`config.mk`:
```
export PLATFORM = sky130hd
export DESIGN_NAME = uart_rx_mmio
export DESIGN_NICKNAME = d
export VERILOG_FILES = /design/src/rtl/uart_rx_mmio_pkg.sv /design/src/rtl/uart_rx_mmio_sync_fifo.sv /design/src/rtl/uart_rx_mmio.sv
export SDC_FILE = /design/constraint.sdc
export NUM_CORES = 1
export LEC_CHECK = 0
export CAP_MARGIN = 15
export CORE_AREA = 2 2 101 103
export DETAILED_ROUTE_END_ITERATION = 10
export DIE_AREA = 0 0 103 105
export GPL_TIMING_DRIVEN = 0
export PLACE_DENSITY_LB_ADDON = 0.12
export SLEW_MARGIN = 20
export SYNTH_ARGS = -nofsm -noshare
export SYNTH_HDL_FRONTEND = slang
export SYNTH_SLANG_ARGS = --single-unit
```
`constraint.sdc`:
```
create_clock -name clk -period 6.8 [get_ports clk]
set_input_delay 1.36 -clock clk [delete_from_list [all_inputs] [get_ports clk]]
set_output_delay 1.36 -clock clk [all_outputs]
set_load 0.05 [all_outputs]
```
`src/rtl/uart_rx_mmio_pkg.sv`:
```
// Shared definitions for the UART receiver: FSM state type, register offsets
// and register bit positions.
package uart_pkg;

  typedef enum logic [1:0] {
    ST_IDLE  = 2'd0,
    ST_START = 2'd1,
    ST_DATA  = 2'd2,
    ST_STOP  = 2'd3
  } rx_state_t;

  localparam logic [3:0] OFF_RXDATA = 4'h0;
  localparam logic [3:0] OFF_STATUS = 4'h4;
  localparam logic [3:0] OFF_CTRL   = 4'h8;

  localparam int unsigned STAT_NOT_EMPTY = 0;
  localparam int unsigned STAT_FULL      = 1;
  localparam int unsigned STAT_OVERRUN   = 2;
  localparam int unsigned STAT_FRAME_ERR = 3;

  localparam int unsigned CTRL_RX_EN  = 0;
  localparam int unsigned CTRL_IRQ_EN = 1;

  localparam int unsigned DEFAULT_CLKS_PER_BIT = 868;

endpackage

```
`src/rtl/uart_rx_mmio_sync_fifo.sv`:
```
// Synchronous FIFO; a simultaneous push and pop both succeed, even when full.
module sync_fifo #(
  parameter int unsigned WIDTH = 8,
  parameter int unsigned DEPTH = 8
) (
  input  logic                       clk,
  input  logic                       rst_n,
  input  logic                       i_push,
  input  logic [WIDTH-1:0]           i_wdata,
  input  logic                       i_pop,
  output logic [WIDTH-1:0]           o_rdata,
  output logic                       o_full,
  output logic                       o_empty,
  output logic [$clog2(DEPTH):0]     o_count
);

  localparam int unsigned AW = $clog2(DEPTH);

  logic [WIDTH-1:0] r_mem [DEPTH];
  logic [AW-1:0]    r_wptr;
  logic [AW-1:0]    r_rptr;
  logic [AW:0]      r_count;
  logic             w_do_push;
  logic             w_do_pop;

  assign o_full    = (r_count == (AW+1)'(DEPTH));
  assign o_empty   = (r_count == '0);
  assign o_count   = r_count;
  assign o_rdata   = r_mem[r_rptr];
  // A pop frees the slot this edge, so a push into a full FIFO is still accepted.
  assign w_do_push = i_push & (~o_full | i_pop);
  assign w_do_pop  = i_pop & ~o_empty;

  always_ff @(posedge clk) begin
    if (w_do_push) begin
      r_mem[r_wptr] <= i_wdata;
    end
  end

  always_ff @(posedge clk) begin
    if (!rst_n) begin
      r_wptr  <= '0;
      r_rptr  <= '0;
      r_count <= '0;
    end else begin
      if (w_do_push) r_wptr <= r_wptr + 1'b1;
      if (w_do_pop)  r_rptr <= r_rptr + 1'b1;
      case ({w_do_push, w_do_pop})
        2'b10:   r_count <= r_count + 1'b1;
        2'b01:   r_count <= r_count - 1'b1;
        default: r_count <= r_count;
      endcase
    end
  end

endmodule

```
`src/rtl/uart_rx_mmio.sv`:
```
// 8N1 UART receiver with receive FIFO, sticky error flags and a 16-byte
// memory-mapped register window on the core's load/store bus.
module uart_rx_mmio
  import uart_pkg::*;
#(
  parameter int unsigned CLKS_PER_BIT = DEFAULT_CLKS_PER_BIT,
  parameter int unsigned FIFO_DEPTH   = 8,
  parameter logic [31:0] BASE_ADDR    = 32'h0000_1000
) (
  input  logic        clk,
  input  logic        rst_n,
  input  logic        rx,
  input  logic [31:0] bus_addr,
  input  logic        bus_rd,
  input  logic        bus_wr,
  input  logic [31:0] bus_wdata,
  output logic        bus_hit,
  output logic [31:0] bus_rdata,
  output logic        irq
);

  localparam int unsigned CW = $clog2(CLKS_PER_BIT);
  localparam logic [CW-1:0] HALF_M1 = CW'(CLKS_PER_BIT / 2 - 1);
  localparam logic [CW-1:0] BIT_M1  = CW'(CLKS_PER_BIT - 1);

  logic            r_sync1, r_rx_s, r_rx_prev;
  rx_state_t       r_state;
  logic [CW-1:0]   r_cnt;
  logic [2:0]      r_bit_idx;
  logic [7:0]      r_shift;
  logic            r_overrun, r_frame_err, r_irq;
  logic [1:0]      r_ctrl;

  logic            w_start_edge, w_stop_done, w_push, w_ferr_set, w_pop;
  logic            w_wr_status, w_wr_ctrl;
  logic [3:0]      w_off;
  logic [7:0]      w_head;
  logic            w_full, w_empty;
  logic [$clog2(FIFO_DEPTH):0] w_count;
  logic [31:0]     w_status;
  logic            w_unused;

  always_ff @(posedge clk) begin
    if (!rst_n) begin
      r_sync1   <= 1'b1;
      r_rx_s    <= 1'b1;
      r_rx_prev <= 1'b1;
    end else begin
      r_sync1   <= rx;
      r_rx_s    <= r_sync1;
      r_rx_prev <= r_rx_s;
    end
  end

  assign w_start_edge = ~r_rx_s & r_rx_prev;
  assign w_stop_done  = (r_state == ST_STOP) && (r_cnt == BIT_M1) && r_ctrl[CTRL_RX_EN];
  assign w_push       = w_stop_done & r_rx_s;
  assign w_ferr_set   = w_stop_done & ~r_rx_s;

  always_ff @(posedge clk) begin
    if (!rst_n) begin
      r_state   <= ST_IDLE;
      r_cnt     <= '0;
      r_bit_idx <= '0;
      r_shift   <= '0;
    end else if (!r_ctrl[CTRL_RX_EN]) begin
      r_state <= ST_IDLE;
    end else begin
      case (r_state)
        ST_IDLE: begin
          if (w_start_edge) begin
            r_state <= ST_START;
            r_cnt   <= '0;
          end
        end
        ST_START: begin
          if (r_cnt == HALF_M1) begin
            r_cnt     <= '0;
            r_bit_idx <= '0;
            r_state   <= r_rx_s ? ST_IDLE : ST_DATA;
          end else begin
            r_cnt <= r_cnt + 1'b1;
          end
        end
        ST_DATA: begin
          if (r_cnt == BIT_M1) begin
            r_cnt     <= '0;
            r_shift   <= {r_rx_s, r_shift[7:1]};
            r_bit_idx <= r_bit_idx + 1'b1;
            if (r_bit_idx == 3'd7) r_state <= ST_STOP;
          end else begin
            r_cnt <= r_cnt + 1'b1;
          end
        end
        ST_STOP: begin
          if (r_cnt == BIT_M1) begin
            r_cnt   <= '0;
            r_state <= ST_IDLE;
          end else begin
            r_cnt <= r_cnt + 1'b1;
          end
        end
        default: r_state <= ST_IDLE;
      endcase
    end
  end

  assign bus_hit     = (bus_addr[31:4] == BASE_ADDR[31:4]);
  assign w_off       = {bus_addr[3:2], 2'b00};
  assign w_pop       = bus_rd & bus_hit & (w_off == OFF_RXDATA);
  assign w_wr_status = bus_wr & bus_hit & (w_off == OFF_STATUS);
  assign w_wr_ctrl   = bus_wr & bus_hit & (w_off == OFF_CTRL);

  sync_fifo #(
    .WIDTH (8),
    .DEPTH (FIFO_DEPTH)
  ) u_fifo (
    .clk     (clk),
    .rst_n   (rst_n),
    .i_push  (w_push),
    .i_wdata (r_shift),
    .i_pop   (w_pop),
    .o_rdata (w_head),
    .o_full  (w_full),
    .o_empty (w_empty),
    .o_count (w_count)
  );

  // Error set is evaluated first so it wins over a same-cycle W1C.
  always_ff @(posedge clk) begin
    if (!rst_n) begin
      r_overrun   <= 1'b0;
      r_frame_err <= 1'b0;
      r_ctrl      <= 2'b01;
      r_irq       <= 1'b0;
    end else begin
      if (w_push && w_full && !w_pop)                   r_overrun <= 1'b1;
      else if (w_wr_status && bus_wdata[STAT_OVERRUN])  r_overrun <= 1'b0;
      if (w_ferr_set)                                   r_frame_err <= 1'b1;
      else if (w_wr_status && bus_wdata[STAT_FRAME_ERR]) r_frame_err <= 1'b0;
      if (w_wr_ctrl) r_ctrl <= bus_wdata[1:0];
      r_irq <= r_ctrl[CTRL_IRQ_EN] & (~w_empty | r_overrun | r_frame_err);
    end
  end

  always_comb begin
    w_status                 = '0;
    w_status[STAT_NOT_EMPTY] = ~w_empty;
    w_status[STAT_FULL]      = w_full;
    w_status[STAT_OVERRUN]   = r_overrun;
    w_status[STAT_FRAME_ERR] = r_frame_err;
  end

  always_comb begin
    bus_rdata = '0;
    if (bus_hit) begin
      case (w_off)
        OFF_RXDATA: bus_rdata = w_empty ? '0 : {24'h0, w_head};
        OFF_STATUS: bus_rdata = w_status;
        OFF_CTRL:   bus_rdata = {30'h0, r_ctrl};
        default:    bus_rdata = '0;
      endcase
    end
  end

  assign irq      = r_irq;
  assign w_unused = &{1'b0, bus_wdata[31:4], bus_addr[1:0], w_count};

endmodule

```
## Word-level counts from Yosys, hierarchy flattened

Memories as Yosys holds them, arrays and structs flattened. A register that Yosys moved wholly into a read port is not among the register bits.
Cells that the tools add are included.

- Output and inout port bits: 34
- RAM bits: 64
- Memories kept: 1
- Word-level logic and storage cells: 101
- Input bits: 69
- Flip-flop bits (word level): 41

- Bitwise operators: 17
- Reductions and logical operators: 20
- Equal/unequal tests: 17
- Add/subtract/negate cells: 6
- Muxes and demuxes: 26

Memory list:

| name | words | width | read ports | clocked after Yosys merged registers in | write ports | RTL line | text |
|---|---|---|---|---|---|---|---|
| u_fifo.r_mem | 8 | 8 | 1 | 1 | 1 | uart_rx_mmio_sync_fifo.sv:19 | `logic [WIDTH-1:0] r_mem [DEPTH];` |

Operator list:

| kind | count |
|---|---|
| 10-bit two-way mux | 3 |
| 10-bit case mux with 3 select lines | 1 |
| 28-bit by 9-bit == test with 1-bit output (second input constant) | 1 |
| 8-bit case mux with 3 select lines | 1 |
| 8-bit two-way mux | 2 |
| 2-bit two-way mux | 6 |
| 3-bit two-way mux | 4 |
| 1-bit bitwise AND | 11 |
| 10-bit by 1-bit adder with 10-bit output (second input constant) | 1 |
| 10-bit == test (second input constant) | 1 |
| 10-bit by 9-bit == test with 1-bit output (second input constant) | 1 |
| 3-bit by 1-bit adder with 3-bit output (second input constant) | 3 |
| 2-bit == test (second input constant) | 4 |
| 4-bit logical NOT | 2 |
| 2-bit inequality test (second input constant) | 4 |
| 2-bit case mux with 4 select lines | 1 |
| 4-bit case mux with 2 select lines | 1 |
| 2-bit nonzero test | 4 |
| 2-bit by 1-bit == test with 1-bit output (second input constant) | 3 |
| 1-bit logical AND | 6 |
| 1-bit two-way mux | 6 |
| 3-bit case mux with 2 select lines | 1 |
| 5-bit AND reduction | 1 |
| 4-bit by 1-bit adder with 4-bit output (second input constant) | 1 |
| 12 further kinds | 17 |

## Depth between registers and ports, before layout

Gate-level depths: netlist of run 1.

- Depth after elaboration: 7
- Gate-level depth with buffers: 12
- Mapped depth without buffers: 11

## Modules after synthesis

From an unflattened synthesis of run 1, not the netlist that was laid out.

- Cells, all modules: 385
- Area total of the unflattened synthesis: 4977.3 um^2

Modules (own cells, without submodules):

| module | area an instance (um^2) | times used | cells each | seq. area each (um^2) |
|---|---|---|---|---|
| sync_fifo | 3094.2 | 1 | 166 | 2182.1 |
| uart_rx_mmio | 1883.1 | 1 | 219 | 620.6 |

## Worst setup path before layout of run 1

OpenSTA, ideal clock, no wires.

- Path type: input -> output
- From: input bus_addr[19]
- To: output bus_rdata[4]
- Stages on the path: 5
- Path slack: 1.488 ns
- Buffers on the path: 1
- Data required time: 5.440 ns
- Data arrival time: 3.952 ns
- Path through: nor4_1 > nand3_1 > or2_2 > clkbuf_1 > nor4_1

- Word-level cells in the longest chain between the ends: 2

Ends and longest elaborated chain:

| element | RTL line | text |
|---|---|---|
| from (decl) | uart_rx_mmio.sv:13 | `input logic [31:0] bus_addr,` |
| 28-bit by 9-bit == test with 1-bit output | uart_rx_mmio.sv:108 | `assign bus_hit = (bus_addr[31:4] == BASE_ADDR[31:4]);` |
| 8-bit two-way mux | uart_rx_mmio.sv:156 | `if (bus_hit) begin` |
| to (decl) | uart_rx_mmio.sv:18 | `output logic [31:0] bus_rdata,` |

No other way between the ends.

## Worst setup path in the final report of run 1

- From: input bus_addr[12]
- To: output bus_rdata[4]

Same word-level chain as after synthesis.

==> flow_metrics.py, run 1 <==
metrics = {
    "run_status": {
        "status": "finished clean",
    },
    "yosys": {
        "synthDistinctLibCells": 61,
        "synthAdderAreaFrac_pct": 2.13,
        "netlist_instances": 427,
        "post_synth_mux_area_share_pct": 11.9,
        "ys_top_cells_by_area": "sky130_fd_sc_hd__edfxtp_1, sky130_fd_sc_hd__dfxtp_1, sky130_fd_sc_hd__mux4_2",
        "synth-warning-count": 0,
        "post_synth_xor_area_fraction_pct": 1.16,
        "largest_family_of_logic_cells_by_synthesized_area": "simple AND/OR/NAND/NOR gates",
        "asyncSetResetFlopFracSynth_pct": 0,
        "synthSimpleGateAreaFrac_pct": 18.4,
        "edff_count_synth": 64,
        "number_of_synthesized_register_bits": 108,
        "synth_compound_gate_area_share_pct": 5.72,
        "netlist.top_cell.by_area": "sky130_fd_sc_hd__edfxtp_1",
        "synth_largest_type_area_fraction_pct": 36.3,
        "syn-mean-instance-area_um2": 12.4,
        "synth_flop_cell": "sky130_fd_sc_hd__edfxtp_1",
        "synth.top_cells.by_count": "sky130_fd_sc_hd__edfxtp_1, sky130_fd_sc_hd__dfxtp_1, sky130_fd_sc_hd__mux2i_1",
        "synthesis.area_um2": 5290,
        "share_of_synthesized_area_occupied_by_flip_flops_and_latches_pct": 53.0,
        "yosysMostFrequentCell": "sky130_fd_sc_hd__edfxtp_1",
    },
    "pwr": {
        "cellInternalPower_mw": 0.863,
        "share_clk_of_total_power_pct": 32.0,
        "max-vdd-ir-drop_mv": 0.103,
        "net-switching-power_mw": 0.280,
        "power_switching_share_pct": 24.5,
        "power.leakage_nw": 2.16,
        "combPwrFrac_pct": 7.8,
        "cellPowerDensity_nw_per_um2": 181,
        "sequential_share_of_power_pct": 60.1,
        "p_total_mw": 1.14,
    },
    "finish": {
        "fin_util_pct": 65.5,
        "flow.area_growth_from_synthesis_pct": 19.3,
        "postLayoutCellArea_um2": 6310,
        "drive_gt1_share_pct": 18.8,
        "antenna_fix_cells": 0,
        "net_total_in_the_final_layout": 595,
    },
    "setup_path": {
        "crit_path_top_delay_cell": "sky130_fd_sc_hd__clkdlybuf4s50_1",
        "critical_path.max_fanout": 10,
        "crit-reg2reg-launch": "u_fifo.o_count[1]$_SDFFE_PN0P_",
        "regToRegSetupSlack_ns": 3.31,
        "cp_slowest_stage_delay_ns": 0.88,
        "worst_path_most_repeated_cell": "sky130_fd_sc_hd__clkdlybuf4s50_1",
        "critical_path_class": "primary input to output pin",
        "critical_path.startpoint": "bus_addr[12]",
        "cp_data_required_time_ns": 5.44,
        "cp_top_family": "buffers and inverters",
        "cp_data_arrival_time_ns": 4.33,
        "timing.critical_path.to_type": "output pin",
        "launching_element_type_of_the_critical_path": "primary input",
        "cp.buffers_inverters": 3,
        "worstPathCellList": "clkdlybuf4s50_1 > nor4b_1 > nand4_1 > or2_2 > clkbuf_1 > nor4_1 > clkdlybuf4s50_1",
    },
    "place": {
        "routabilityCongestion": 0.827,
        "post_dp_cell_area_um2": 6130,
        "hpwlAfterDp_um": 8810,
        "numPortBuffers": 48,
    },
    "sta": {
        "tightest_hold_margin_ns": 0.419,
        "grt_setup_unrepaired": "no",
        "timing.final.setup_violations": 0,
        "final_hold_viol_count": 0,
        "worst_clock_skew_ns": 0.00961,
        "fin_tns_setup_ns": 0,
        "final.period_utilization_pct": 83.7,
        "worst-slew-pin-transition_ns": 0.989,
        "fin_crit_ns": 5.69,
        "timing.fmax_mhz": 176,
        "drv_slew": 0,
        "timing.slew.headroom_pct": 33.4,
    },
    "global_route": {
        "grt-ovfl-total": 0,
        "grt_pass1_vias": 3695,
        "number_of_antenna_violations_at_the_first_check_in_global_routing": 0,
        "grt_first_pass_wirelength_um": 18600,
        "grt_start_max_net_pins": 19,
        "grt.total_usage_pct": 22.7,
    },
    "clock_network": {
        "tritoncts.num_buffers": 9,
        "tritoncts": "built",
        "clk-insertion-delay-late_ns": 0.38,
        "clock_tree.root_cell": "sky130_fd_sc_hd__clkbuf_8",
        "post_cts_hold_buffer_count": 0,
        "path_clk_slew_ns": 0.10,
        "cts-root-to-sink-buffers": 2,
        "cts.repair.resized": 0,
        "postCtsSetupRepairBufs": 0,
        "clock_tree.htree_level_count": 3,
        "numClockSinks": 108,
    },
    "detailed_routing": {
        "vias": 3726,
        "drtAntennaViolNets": 0,
        "drt-vias-per-instance": 5.69,
        "drt_pre_antenna_iters": 4,
        "drc": 0,
        "postRouteWirelength_um": 11800,
        "drt_iter0_markers": 149,
        "wl_per_cell_um": 18.0,
    },
    "hold_path": {
        "hold_path_class": "register to register",
        "worstHoldStart": "r_sync1$_SDFF_PN1_",
    },
    "flow_run": {
        "number_of_max_capacitance_violations_reported": 0,
    },
    "floorplan": {
        "rows": 36,
        "initial_standard_cell_utilization_of_the_core_pct": 54.9,
        "io-pin-count": 103,
        "die_width_um": 103,
        "die_area_um2": 10800,
        "die_h_um": 105,
        "core_area_um2": 9640,
    },
}
-- final timing paths --
kind / end / cells past startpoint
worst max-delay path: bus_rdata[4] / 7
worst min-delay path: r_rx_s$_SDFF_PN1_ / 1
worst max register to register: u_fifo.o_count[2]$_SDFFE_PN0P_ / 12
worst min register to register: r_rx_s$_SDFF_PN1_ / 1
-- kinds of logic after synthesis --
kind of cell,Yosys count
other cells,1
simple gates,157
buf+inv,56
flops,108
mux,45
fa+ha+maj,9
compound gates,44
xor+xnor,7
-- routing by layer --
layer	up-vias	routed length (um)	GRT usage, %
li1	1774	-	-
met1	1794	4950	29.5
met2	136	5630	36.0
met3	22	988	6.62
met4	0	253	7.80
met5	-	0	0
-- layout by cell type (no fill, tap or decap), types with 12 or more instances in the layout --
master	count
sky130_fd_sc_hd__buf_4	32
sky130_fd_sc_hd__clkdlybuf4s50_1	48
sky130_fd_sc_hd__mux2i_1	28
sky130_fd_sc_hd__edfxtp_1	64
sky130_fd_sc_hd__clkbuf_1	12
sky130_fd_sc_hd__nor2_1	24
sky130_fd_sc_hd__dfxtp_1	44
sky130_fd_sc_hd__mux4_2	14
sky130_fd_sc_hd__conb_1	24
sky130_fd_sc_hd__nand2_1	22
sky130_fd_sc_hd__nor4_1	13
sky130_fd_sc_hd__nand3_1	13
sky130_fd_sc_hd__clkbuf_8	12
-- power groups by stage --
stage / clock [mW] / sequential (mW) / combinational [mW]
after floorplan: 0 / 0.702 / 0.0588
after global placement: 0 / 0.702 / 0.0881
after detailed placement: 0 / 0.702 / 0.0888
after CTS: 0.371 / 0.687 / 0.0892
after global routing: 0.395 / 0.688 / 0.0953
final: 0.366 / 0.687 / 0.0897
-- per-stage QoR --
step	setup WS, ns	std cells
global route	0.928	655
finish	1.11	655
detailed placement	1.13	639
CTS	1.13	655
global placement	1.24	631
floorplan	1.49	450
-- registers in the layout (all words and copies together), names as in the netlist, named ones only --
signal,cells
r_sync1,1
r_ctrl,2
u_fifo.o_count,4
r_cnt,10
r_shift,8
r_rx_s,1
r_bit_idx,3
u_fifo.r_mem,64
irq,1
u_fifo.r_rptr,3
r_state,1
u_fifo.r_wptr,3
r_rx_prev,1
r_frame_err,1
r_overrun,1
-- layout make-up --
cell class,count,area (um^2)
Multi-Input combinational cell,286,2220
Buffer,49,379
Inverter,7,26.3
Sequential cell,108,2800
Tap cell,133,166
Clock inverter,5,47.5
Fill cell,788,3330
Clock buffer,11,131
Timing Repair Buffer,56,538
-- worst register-to-register path: cells and delay by family, from the launching register on --
kind	cells	cell delay (ns)
simple gates	4	1.55
buf+inv	2	0.53
fa+ha+maj	2	0.49
xor+xnor	2	0.27
compound gates	2	0.28
flops	1	0.31
(Power assumes the default switching activity.)
==> inputs of run 2 (changes only) <==
--- a/config.mk
+++ b/config.mk
@@ -6,9 +6,9 @@
 export NUM_CORES = 1
 export LEC_CHECK = 0
 export CAP_MARGIN = 15
-export CORE_AREA = 2 2 101 103
+export CORE_AREA = 2 2 110 112
 export DETAILED_ROUTE_END_ITERATION = 10
-export DIE_AREA = 0 0 103 105
+export DIE_AREA = 0 0 112 114
 export GPL_TIMING_DRIVEN = 0
 export PLACE_DENSITY_LB_ADDON = 0.12
 export SLEW_MARGIN = 20
==> constraint.sdc (replaced) <==
create_clock -name clk -period 5 [get_ports clk]
set_input_delay 1 -clock clk [delete_from_list [all_inputs] [get_ports clk]]
set_output_delay 1 -clock clk [all_outputs]
set_load 0.05 [all_outputs]
==> flow_metrics.py, run 2 (same netlist as run 1, synthesis figures left out) <==
metrics = {
    "sta": {
        "fin_tns_setup_ns": 0,
        "worst_clock_skew_ns": 0.00775,
        "timing.final.setup_violations": 0,
        "worst-slew-pin-transition_ns": 0.911,
        "timing.fmax_mhz": 212,
        "final.period_utilization_pct": 94.3,
        "grt_setup_unrepaired": "no",
        "final_hold_viol_count": 0,
        "timing.slew.headroom_pct": 38.7,
        "drv_slew": 0,
        "fin_crit_ns": 4.71,
    },
    "setup_path": {
        "timing.critical_path.to_type": "output pin",
        "cp_data_required_time_ns": 4.00,
        "cp_data_arrival_time_ns": 3.71,
        "crit_path_top_delay_cell": "sky130_fd_sc_hd__clkdlybuf4s50_1",
        "critical_path_class": "primary input to output pin",
        "cp_slowest_stage_delay_ns": 0.83,
        "launching_element_type_of_the_critical_path": "primary input",
        "worstPathCellList": "clkdlybuf4s50_1 > nor4_1 > nand4_1 > or2_2 > clkbuf_1 > a21oi_1 > clkdlybuf4s50_1",
        "worst_path_most_repeated_cell": "sky130_fd_sc_hd__clkdlybuf4s50_1",
        "critical_path.max_fanout": 10,
    },
    "run_status": {
        "status": "finished clean",
    },
    "pwr": {
        "cellInternalPower_mw": 1.40,
        "max-vdd-ir-drop_mv": 0.161,
        "combPwrFrac_pct": 6.7,
        "sequential_share_of_power_pct": 51.9,
        "share_clk_of_total_power_pct": 41.4,
        "power.leakage_nw": 2.36,
        "power_switching_share_pct": 22.4,
        "net-switching-power_mw": 0.404,
        "cellPowerDensity_nw_per_um2": 278,
    },
    "global_route": {
        "grt.total_usage_pct": 19.2,
        "number_of_antenna_violations_at_the_first_check_in_global_routing": 0,
        "grt-ovfl-total": 0,
        "grt_first_pass_wirelength_um": 19000,
        "grt_start_max_net_pins": 20,
        "grt_pass1_vias": 3559,
    },
    "clock_network": {
        "tritoncts": "built",
        "path_clk_slew_ns": 0.07,
        "cts-root-to-sink-buffers": 2,
        "post_cts_hold_buffer_count": 0,
        "postCtsSetupRepairBufs": 0,
        "clock_tree.htree_level_count": 3,
        "cts.repair.resized": 0,
        "clock_tree.root_cell": "sky130_fd_sc_hd__clkbuf_16",
        "numClockSinks": 108,
        "clk-insertion-delay-late_ns": 0.34,
        "tritoncts.num_buffers": 9,
    },
    "floorplan": {
        "rows": 40,
        "initial_standard_cell_utilization_of_the_core_pct": 45.2,
        "die_width_um": 112,
        "die_h_um": 114,
        "core_area_um2": 11700,
        "die_area_um2": 12800,
        "io-pin-count": 103,
    },
    "place": {
        "hpwlAfterDp_um": 8700,
        "numPortBuffers": 48,
        "post_dp_cell_area_um2": 6150,
        "dpl.cell_count": 653,
        "routabilityCongestion": 0.780,
    },
    "detailed_routing": {
        "drtAntennaViolNets": 0,
        "drt_iter0_markers": 226,
        "postRouteWirelength_um": 11700,
        "drc": 0,
        "drt_pre_antenna_iters": 4,
        "wl_per_cell_um": 17.5,
        "vias": 3631,
        "drt-vias-per-instance": 5.43,
    },
    "finish": {
        "mostFrequentLayoutCell": "sky130_fd_sc_hd__edfxtp_1",
        "top_register": "u_fifo.r_mem",
        "most_frequent_cells_in_the_layout": "sky130_fd_sc_hd__edfxtp_1, sky130_fd_sc_hd__dfxtp_1, sky130_fd_sc_hd__clkdlybuf4s50_1",
        "biggestRegsByFlops": "u_fifo.r_mem: 64 flops, r_cnt: 10 flops, r_shift: 8 flops",
        "flow.area_growth_from_synthesis_pct": 22.6,
        "drive_gt1_share_pct": 19.2,
        "antenna_fix_cells": 0,
        "fin_util_pct": 55.4,
        "final-instance-count-excl-fill": 669,
        "postLayoutCellArea_um2": 6480,
        "net_total_in_the_final_layout": 595,
        "largest_reg_flops": 64,
    },
    "flow_run": {
        "number_of_max_capacitance_violations_reported": 0,
    },
    "hold_path": {
        "hold_path_class": "register to register",
    },
}
-- run 2: worst paths after layout --
path	end	cells after the start	from	slack, ns
max	bus_rdata[0]	7	bus_addr[14]	0.29
min	r_rx_s$_SDFF_PN1_	1	r_sync1$_SDFF_PN1_	0.42
max reg2reg	u_fifo.o_count[2]$_SDFFE_PN0P_	12	u_fifo.o_count[1]$_SDFFE_PN0P_	1.61
min reg2reg	r_rx_s$_SDFF_PN1_	1	r_sync1$_SDFF_PN1_	0.42
-- run 2: critical path: cells and delay by family --
kind | cells | cell delay, ns
buffers and inverters | 3 | 1.48
and+or+nand+nor | 3 | 1.04
AOI/OAI and AO/OA | 1 | 0.18
-- run 2: layout make-up --
type	count	area (um^2)
flip-flops and latches	108	2800
multi-input cells	286	2220
clock inverters	6	78.8
plain buffers	49	379
well taps	147	184
fillers	997	5230
clock buffers	10	239
inverters	7	26.3
repair buffers	56	556
-- run 2: metrics by stage --
step	hold WS (ns)	worst slack, ns	power [mW]
final	0.422	0.287	1.80
after global routing	0.453	0.0723	1.87
after CTS	0.427	0.0672	1.82
after detailed placement	0.398	0.0675	1.08
after global placement	0.405	0.125	1.08
after floorplan	0.386	0.408	1.03
-- run 2: metal layers --
layer | track usage [%] | part of all wire [%]
met1 | 26.2 | 45
met2 | 31.4 | 49
met3 | 3.35 | 3.9
met4 | 6.18 | 1.2
met5 | 0 | 0
-- run 2: power groups by stage --
| stage | combinational, mW | sequential (mW) | clock (mW) |
|---|---|---|---|
| floorplan | 0.0800 | 0.955 | 0 |
| global placement | 0.120 | 0.955 | 0 |
| detailed placement | 0.121 | 0.955 | 0 |
| CTS | 0.121 | 0.935 | 0.765 |
| global route | 0.129 | 0.935 | 0.803 |
| finish | 0.121 | 0.935 | 0.746 |
==> inputs of run 3 (changes only) <==
--- a/config.mk
+++ b/config.mk
@@ -6,9 +6,9 @@
 export NUM_CORES = 1
 export LEC_CHECK = 0
 export CAP_MARGIN = 15
-export CORE_AREA = 2 2 110 112
+export CORE_AREA = 2 2 79 156
 export DETAILED_ROUTE_END_ITERATION = 10
-export DIE_AREA = 0 0 112 114
+export DIE_AREA = 0 0 81 158
 export GPL_TIMING_DRIVEN = 0
 export PLACE_DENSITY_LB_ADDON = 0.12
 export SLEW_MARGIN = 20
==> flow_metrics.py, run 3 (same netlist as run 1, synthesis figures left out) <==
metrics = {
    "run_status": {
        "status": "finished clean",
    },
    "pwr": {
        "sequential_share_of_power_pct": 53.1,
        "share_clk_of_total_power_pct": 40.0,
        "net-switching-power_mw": 0.421,
        "cellPowerDensity_nw_per_um2": 273,
        "max-vdd-ir-drop_mv": 0.187,
        "cellInternalPower_mw": 1.34,
        "power_switching_share_pct": 23.9,
        "combPwrFrac_pct": 7.0,
        "power.leakage_nw": 2.30,
    },
    "clock_network": {
        "cts-root-to-sink-buffers": 2,
        "tritoncts": "built",
        "tritoncts.num_buffers": 9,
        "clk-insertion-delay-late_ns": 0.35,
        "post_cts_hold_buffer_count": 0,
        "path_clk_slew_ns": 0.07,
        "numClockSinks": 108,
        "clock_tree.root_cell": "sky130_fd_sc_hd__clkbuf_16",
        "clock_tree.htree_level_count": 3,
    },
    "setup_path": {
        "worst_path_most_repeated_cell": "sky130_fd_sc_hd__clkdlybuf4s50_1",
        "cp_top_family": "buffers and inverters",
        "cp_slowest_stage_delay_ns": 0.80,
        "crit_path_top_delay_cell": "sky130_fd_sc_hd__clkdlybuf4s50_1",
        "launching_element_type_of_the_critical_path": "primary input",
        "timing.critical_path.to_type": "output pin",
        "critical_path.max_fanout": 10,
        "cp.buffers_inverters": 4,
        "critical_path_class": "primary input to output pin",
        "cp_data_required_time_ns": 4.00,
        "cp_data_arrival_time_ns": 3.73,
        "worstPathCellList": "clkdlybuf4s50_1 > nor4_1 > nand3_1 > or2_2 > clkbuf_1 > inv_1 > clkdlybuf4s50_1",
    },
    "sta": {
        "timing.final.setup_violations": 0,
        "final.period_utilization_pct": 94.7,
        "drv_slew": 0,
        "timing.fmax_mhz": 211,
        "tightest_hold_margin_ns": 0.421,
        "worst_clock_skew_ns": 0.00983,
        "grt_setup_unrepaired": "no",
        "timing.slew.headroom_pct": 43.0,
        "fin_crit_ns": 4.73,
        "fin_tns_setup_ns": 0,
        "final_hold_viol_count": 0,
        "final.setup.worst_slack_ns": 0.267,
        "worst-slew-pin-transition_ns": 0.853,
    },
    "floorplan": {
        "initial_standard_cell_utilization_of_the_core_pct": 45.5,
        "rows": 56,
        "core_area_um2": 11600,
        "die_area_um2": 12800,
        "io-pin-count": 103,
        "die_h_um": 158,
        "die_width_um": 81,
    },
    "global_route": {
        "grt_start_max_net_pins": 22,
        "grt_first_pass_wirelength_um": 19300,
        "grt_pass1_vias": 3728,
        "number_of_antenna_violations_at_the_first_check_in_global_routing": 0,
        "grt-ovfl-total": 0,
        "grt.total_usage_pct": 20.5,
    },
    "detailed_routing": {
        "drt-vias-per-instance": 5.38,
        "wl_met1_um": 4350,
        "drtAntennaViolNets": 0,
        "top_layer": "met4",
        "postRouteWirelength_um": 12100,
        "drc": 0,
        "drt_iter0_markers": 224,
        "wl_per_cell_um": 18.1,
        "drt_pre_antenna_iters": 4,
        "wl_met3_um": 447,
        "vias": 3591,
        "met2_length_um": 7040,
    },
    "place": {
        "post_dp_cell_area_um2": 6150,
        "hpwlAfterDp_um": 9490,
        "dp_worst_setup_slack_ns": -0.0650,
        "routabilityCongestion": 0.896,
        "numPortBuffers": 48,
        "dpl.cell_count": 651,
    },
    "finish": {
        "most_frequent_cells_in_the_layout": "sky130_fd_sc_hd__edfxtp_1, sky130_fd_sc_hd__dfxtp_1, sky130_fd_sc_hd__clkdlybuf4s50_1",
        "postLayoutCellArea_um2": 6450,
        "top_register": "u_fifo.r_mem",
        "largest_reg_flops": 64,
        "final-instance-count-excl-fill": 667,
        "biggestRegsByFlops": "u_fifo.r_mem: 64 flops, r_cnt: 10 flops, r_shift: 8 flops",
        "net_total_in_the_final_layout": 595,
        "mostFrequentLayoutCell": "sky130_fd_sc_hd__edfxtp_1",
        "antenna_fix_cells": 0,
        "drive_gt1_share_pct": 19.2,
        "flow.area_growth_from_synthesis_pct": 22.0,
    },
    "hold_path": {
        "hold_path_class": "register to register",
    },
    "flow_run": {
        "number_of_max_capacitance_violations_reported": 0,
    },
}
## run 3: per-stage QoR
stage / utilization (%) / power (mW)
2_1_floorplan: - / 1.03
6_report: 55.5 / 1.76
5_1_grt: 55.5 / 1.81
4_1_cts: 55.4 / 1.77
3_3_place_gp: 51.9 / 1.08
3_5_place_dp: 52.8 / 1.08
## run 3: area by class of cell
class / instances / area [um^2]
Fill cell: 1036 / 5180
Sequential cell: 108 / 2800
Multi-Input combinational cell: 286 / 2220
Timing Repair Buffer: 56 / 539
Buffer: 49 / 379
Clock buffer: 9 / 225
Tap cell: 145 / 181
Clock inverter: 7 / 80.1
Inverter: 7 / 26.3
## run 3: final timing paths
check	from	end	slack (ns)	cells after the start
worst min-delay path	r_sync1$_SDFF_PN1_	r_rx_s$_SDFF_PN1_	0.42	1
worst max-delay path	bus_addr[19]	bus_hit	0.27	7
worst min register to register	r_sync1$_SDFF_PN1_	r_rx_s$_SDFF_PN1_	0.42	1
worst max register to register	u_fifo.o_count[1]$_SDFFE_PN0P_	u_fifo.o_count[2]$_SDFFE_PN0P_	1.60	12
## run 3: layer usage
layer	vias to the layer above	track usage (%)
met5	-	0
met4	0	7.59
met3	14	2.85
met2	88	40.1
met1	1722	21.1
li1	1767	-
## run 3: timing repair
action,in CTS,in global routing
pin swaps,0,0
setup endpoints to repair,5,3
resized for setup,5,3
setup buffers,0,0
gates cloned,0,0
## run 3: power groups by stage
stage | clock [mW] | combinational [mW] | sequential [mW]
global placement | 0 | 0.122 | 0.956
detailed placement | 0 | 0.122 | 0.956
CTS | 0.717 | 0.122 | 0.935
floorplan | 0 | 0.0800 | 0.955
finish | 0.704 | 0.123 | 0.935
global route | 0.748 | 0.131 | 0.935
## run 3: worst register-to-register path, cell delays in order (launching register included)
cell                       delay [ns]
sky130_fd_sc_hd__dfxtp_1         0.30
sky130_fd_sc_hd__buf_2           0.16
sky130_fd_sc_hd__nor4b_2         0.76
sky130_fd_sc_hd__o21a_1          0.22
sky130_fd_sc_hd__clkbuf_1        0.42
sky130_fd_sc_hd__or2_1           0.24
sky130_fd_sc_hd__ha_1            0.27
sky130_fd_sc_hd__xor2_1          0.17
sky130_fd_sc_hd__ha_1            0.16
sky130_fd_sc_hd__a21oi_1         0.05
sky130_fd_sc_hd__xor2_1          0.16
sky130_fd_sc_hd__or3_1           0.31
sky130_fd_sc_hd__a21oi_1         0.14
